File: src/rtl/slice_sequencer_pkg.sv
// Shared definitions for the slice sequencer and the Mapper bench.
// Holds the default slice geometry (N x M bits), the number of slices per
// pass with the matching address width, and the 2-bit FSM state encoding.
`timescale 1ns/1ps

package slice_sequencer_pkg;

    localparam int DefaultN          = 5;
    localparam int DefaultM          = 5;
    localparam int DefaultSliceCount = 64;
    localparam int DefaultAddrWidth  = 6;

    // The pipeline holds two slices after the last read has been issued
    localparam int DrainCycles = 2;

    localparam logic [1:0] StateIdle  = 2'd0;
    localparam logic [1:0] StateRead  = 2'd1;
    localparam logic [1:0] StateDrain = 2'd2;
    localparam logic [1:0] StateDone  = 2'd3;

    typedef enum logic [1:0] {
        IDLE  = StateIdle,
        READ  = StateRead,
        DRAIN = StateDrain,
        DONE  = StateDone
    } seqState_t;

endpackage

File: src/rtl/slice_pipe_reg.sv
// One register stage of the slice pipeline: a valid bit plus a payload
// (address, or address and slice data packed together).
// Ports:
//   clk, rst     clock and asynchronous active-high reset
//   validIn      valid bit entering the stage
//   payloadIn    payload entering the stage
//   validOut     registered valid bit, cleared by reset
//   payloadOut   registered payload, cleared by reset
`timescale 1ns/1ps

module slice_pipe_reg #(
    parameter int Width = 8
) (
    input  logic             clk,
    input  logic             rst,
    input  logic             validIn,
    input  logic [Width-1:0] payloadIn,
    output logic             validOut,
    output logic [Width-1:0] payloadOut
);

    // The payload is loaded every cycle; downstream only trusts it while
    // validOut is high, so there is no need to gate the load.
    always_ff @(posedge clk or posedge rst) begin
        if (rst) begin
            validOut   <= 1'b0;
            payloadOut <= '0;
        end else begin
            validOut   <= validIn;
            payloadOut <= payloadIn;
        end
    end

endmodule

File: src/rtl/slice_sequencer.sv
// Sequencer around the combinational slice permutation (Mapper).
// On start it reads SliceCount slices from a synchronous source memory,
// one per cycle, registers each into the Mapper, and writes the permuted
// slice to the destination memory at the same address. A one-cycle done
// pulse follows the last write.
// Ports:
//   clk, rst            clock and asynchronous active-high reset
//   start, ready, done  pass handshake (start only honoured in IDLE)
//   rd_en, rd_addr      source memory read request
//   rd_data             source data, one cycle after rd_en
//   map_in, map_out     registered slice to / permuted slice from Mapper
//   wr_en, wr_addr      destination write request
//   wr_data             permuted slice to write
`timescale 1ns/1ps

module slice_sequencer
    import slice_sequencer_pkg::*;
#(
    parameter int N          = DefaultN,
    parameter int M          = DefaultM,
    parameter int SliceCount = DefaultSliceCount,
    parameter int AddrWidth  = DefaultAddrWidth
) (
    input  logic                 clk,
    input  logic                 rst,
    input  logic                 start,
    output logic                 ready,
    output logic                 done,
    output logic                 rd_en,
    output logic [AddrWidth-1:0] rd_addr,
    input  logic [N*M-1:0]       rd_data,
    output logic [N*M-1:0]       map_in,
    input  logic [N*M-1:0]       map_out,
    output logic                 wr_en,
    output logic [AddrWidth-1:0] wr_addr,
    output logic [N*M-1:0]       wr_data
);

    localparam int SliceBits = N * M;
    localparam logic [AddrWidth-1:0] LastAddr = AddrWidth'(SliceCount - 1);

    seqState_t            state;
    seqState_t            stateNext;
    logic [AddrWidth-1:0] readCnt;
    logic [AddrWidth-1:0] readCntNext;
    logic                 drainCnt;
    logic                 drainCntNext;

    logic                           v1;
    logic [AddrWidth-1:0]           a1;
    logic                           v2;
    logic [AddrWidth+SliceBits-1:0] stage3Out;

    // State, read address counter and drain counter
    always_ff @(posedge clk or posedge rst) begin
        if (rst) begin
            state    <= IDLE;
            readCnt  <= '0;
            drainCnt <= 1'b0;
        end else begin
            state    <= stateNext;
            readCnt  <= readCntNext;
            drainCnt <= drainCntNext;
        end
    end

    // Next-state and control outputs. The read counter saturates at the
    // last address so nothing outside the slice range is ever issued.
    always_comb begin
        stateNext    = state;
        readCntNext  = readCnt;
        drainCntNext = drainCnt;
        ready        = 1'b0;
        rd_en        = 1'b0;
        done         = 1'b0;
        case (state)
            IDLE: begin
                ready       = 1'b1;
                readCntNext = '0;
                if (start) begin
                    stateNext = READ;
                end
            end
            READ: begin
                rd_en = 1'b1;
                if (readCnt == LastAddr) begin
                    stateNext    = DRAIN;
                    drainCntNext = 1'b0;
                end else begin
                    readCntNext = readCnt + 1'b1;
                end
            end
            DRAIN: begin
                if (drainCnt == 1'(DrainCycles - 1)) begin
                    stateNext = DONE;
                end else begin
                    drainCntNext = drainCnt + 1'b1;
                end
            end
            DONE: begin
                done      = 1'b1;
                stateNext = IDLE;
            end
            default: begin
                stateNext = IDLE;
            end
        endcase
    end

    assign rd_addr = readCnt;

    // Stage 2: the read request travels alongside the memory latency so
    // v1/a1 line up with rd_data.
    slice_pipe_reg #(
        .Width(AddrWidth)
    ) stage2 (
        .clk       (clk),
        .rst       (rst),
        .validIn   (rd_en),
        .payloadIn (rd_addr),
        .validOut  (v1),
        .payloadOut(a1)
    );

    // Stage 3: captures the returned slice together with its address;
    // the low part of the payload is the slice register feeding the Mapper.
    slice_pipe_reg #(
        .Width(AddrWidth + SliceBits)
    ) stage3 (
        .clk       (clk),
        .rst       (rst),
        .validIn   (v1),
        .payloadIn ({a1, rd_data}),
        .validOut  (v2),
        .payloadOut(stage3Out)
    );

    assign map_in  = stage3Out[SliceBits-1:0];
    assign wr_en   = v2;
    assign wr_addr = stage3Out[AddrWidth+SliceBits-1:SliceBits];
    assign wr_data = map_out;

endmodule

File: config.mk
export PLATFORM = sky130hd
export DESIGN_NAME = slice_sequencer
export DESIGN_NICKNAME = d
export VERILOG_FILES = /design/src/rtl/slice_sequencer_pkg.sv /design/src/rtl/slice_pipe_reg.sv /design/src/rtl/slice_sequencer.sv
export SDC_FILE = /design/constraint.sdc
export NUM_CORES = 1
export LEC_CHECK = 0
export CAP_MARGIN = 10
export CORE_MARGIN = 2
export CORE_UTILIZATION = 37
export DETAILED_ROUTE_END_ITERATION = 12
export PLACE_DENSITY_LB_ADDON = 0.2
export REMOVE_ABC_BUFFERS = 1
export SYNTH_ARGS = -nofsm -noshare
export SYNTH_HDL_FRONTEND = slang
export SYNTH_SLANG_ARGS = --single-unit
File: constraint.sdc
create_clock -name clk -period 3.55 [get_ports clk]
set_input_delay 0.355 -clock clk [delete_from_list [all_inputs] [get_ports clk]]
set_output_delay 0.355 -clock clk [all_outputs]
set_load 0.005 [all_outputs]
==> out/qor.csv <==
metric,value,unit
status,completed,
fin_ws,1.258,ns
slowest_stage,clkdlybuf4s50_1,
coreArea,4414,sq um
cts_resized,0,
min_to,stage3.payloadOut[30]$_DFF_PP0_,
synth_edf_count,0,
async_flop_share,100.0,%
finalCritPeriodShare,64.58,%
min_from,stage2.payloadOut[5]$_DFF_PP0_,
cts_tree,done,
reg2reg_to,rd_addr[3]$_DFFE_PP0P_,
post-place-cells,211,
gp_congestion,0.7768,
synth_area,1712,sq um
period_minus_slack,2.292,ns
hold_path_depth,0,
grtUsageMet1,20.44,%
ant_nets,0,
yosys-top-cells-area,"dfrtp_1 (70%), buf_4 (11%), ha_1 (3.7%), mux2i_1 (1.8%), nor2_1 (1.3%)",
total_leakage_power,1.059,nW
grt_util_met3,10.69,%
fin_cells,219,
initial_utilization,38.78,%
drc_errors,0,
wl_per_cell,17.18,um
synth-seq-cells,48,
synth_warnings,0,
grt_max_degree,49,
drt-initial-drc-count,49,
final_core_util,53.74,%
cts_buffer_depth,2,
pre_cts_slack,1.596,ns
p_seq_share,47.8,%
syn_inst,117,
r2r_cells,5,
drt-vias-per-instance,4.740,
ff2ff_setup_slack,1.89,ns
synth_cell_types,26,
peakVddDrop,0.3021,mV
die_area,5186,sq um
stdcell_area,2372,sq um
cp_max_fo,16,
die_w,72.02,um
synth_flop_cell,dfrtp_1,
grt_util_all_layers,15.45,%
root_buffer,clkbuf_8,
slew_viol_final,0,
p_int,1.056,mW
relSlewSlack,35.50,%
rows,24,
tns,0,ns
synth_top_area_share,70.18,%
fin_skew,0.007145,ns
ys_seq_area_share,70.18,%
grt_pass1_wl,5.885,mm
clkPwrFrac,26.2,%
drtPass1Iterations,4,
power.density,607.1,nW/um^2
die_h,72.02,um
p_switching,384.0,uW
max_stage_delay,0.62,ns
antenna_cells,0,
io_buffer_count,68,
cts_sinks,48,
critPathKind,flop to primary output,
worstMarginPinSlew,0.9661,ns
crit_arrival,1.94,ns
grt_pass1_vias,1141,
num_vias,1038,
finalSetupViolCount,0,
yosysMostFrequentCell,dfrtp_1,
cts_max_level,2,
path_delay_family,buffers and inverters,
rsz0062_at_grt,no,
fmax,436.2,MHz
path_clk_slew,0.08,ns
ys_top_cells_by_count,"dfrtp_1 (48), buf_4 (25), nor2_1 (6)",
hold_path.class,flop to flop,
cts_buffers,5,
dpl.hpwl,2.667,mm
power.share.switching,26.66,%
avgSynthCellArea,14.63,sq um
insertion_delay,0.29,ns
post_dp_cell_area,2265,sq um
grt-ovfl-total,0,
grt.busiest_layer,met1,
synth_top_cell_by_area,dfrtp_1,
critPathBufInv,2,
cp-start-kind,flop,
power_frac_comb,26.0,%
reg2reg_from,state[1]$_DFFE_PP0P_,
antenna_found_initial,0,
crit_path_end_kind,primary output,
wl,3.762,mm
finalHoldViolCount,0,
holdBufCountCts,0,
crit_path_cell_trace,inv_1 -> ha_1 -> clkdlybuf4s50_1,
worstPathRequired,3.19,ns
final_layout_size_suffix_gt1_share,7.186,%
gr-usage-met2,20.16,%
syn_to_final_growth,38.60,%
io_pins,119,
fin_nets,224,
maxCapViolCount,0,
cts_setup_buffers,0,
==> worst max-delay path by stage <==
stage	start	endpoint	slack [ns]	depth (start not counted)
CTS	state[1]$_DFFE_PP0P_	rd_en	1.26	3
detailed placement	state[1]$_DFFE_PP0P_	rd_en	1.60	3
finish	state[1]$_DFFE_PP0P_	rd_en	1.26	3
global placement	state[1]$_DFFE_PP0P_	rd_en	1.64	3
floorplan	rst	drainCnt$_DFFE_PP0P_	2.05	1
global route	state[1]$_DFFE_PP0P_	rd_en	1.15	3
==> area by class of cell <==
class / instances / area (sq um)
inverter: 5 / 18.77
multi-input combinational: 38 / 299.0
clock buffer: 6 / 72.57
timing repair buffer: 68 / 680.7
fill: 375 / 2042
tap: 52 / 65.06
clock inverter: 2 / 35.03
sequential: 48 / 1201
==> flip-flops by register name (all words and copies together) (netlist names) <==
name and cells:
rd_addr 6, stage3.validOut 1, stage2.payloadOut 6, stage3.payloadOut 31, stage2.validOut 1, drainCnt 1
state 2
==> kinds of logic after synthesis <==
family / count (synthesis) / share of synthesized area [%]
muxes: 4 / 2.412
and+or+nand+nor: 17 / 6.214
AOI/OAI and AO/OA: 12 / 5.191
DFF: 48 / 70.18
buffers and inverters: 31 / 12.35
adders and majority gates: 5 / 3.655
==> worst reg2reg max path, delay by kind of cell (launching register included) <==
family | cells | cell delay, ns
DFF | 1 | 0.41
buffers and inverters | 1 | 0.09
and+or+nand+nor | 3 | 0.51
adders and majority gates | 1 | 0.53
==> layout by cell type, fill, tap and decap left out, drive strengths merged, types with 2 or more instances in the layout <==
cell type      Yosys  layout
dfrtp             48      48
nor2               6       6
nand2              2       2
a21oi              5       5
mux2i              3       3
clkdlybuf4s50      0      68
clkbuf             0       6
ha                 5       5
and3               2       2
nor3               2       2
inv                5       5
nand3              3       3
==> power by group through the flow <==
stage               clock, mW  sequential (mW)  combinational [mW]
finish                  0.378            0.689               0.374
detailed placement          0            0.701               0.374
global placement            0            0.693               0.367
floorplan                   0            0.693               0.173
CTS                     0.398            0.690               0.378
global route            0.419            0.702               0.415
==> per-layer routing <==
layer	wire (um)	share of wire (%)
met1	1636	43
met2	1601	43
met3	482	13
met4	41	1.1
met5	0	0
==> stage by stage <==
step	power (mW)	hold WS, ns
4_1_cts	1.466	0.3489
3_3_place_gp	1.061	0.3324
6_report	1.440	0.3439
5_1_grt	1.537	0.3474
3_5_place_dp	1.075	0.3347
2_1_floorplan	0.8660	0.3312
Power figures use the tool's default switching activity.
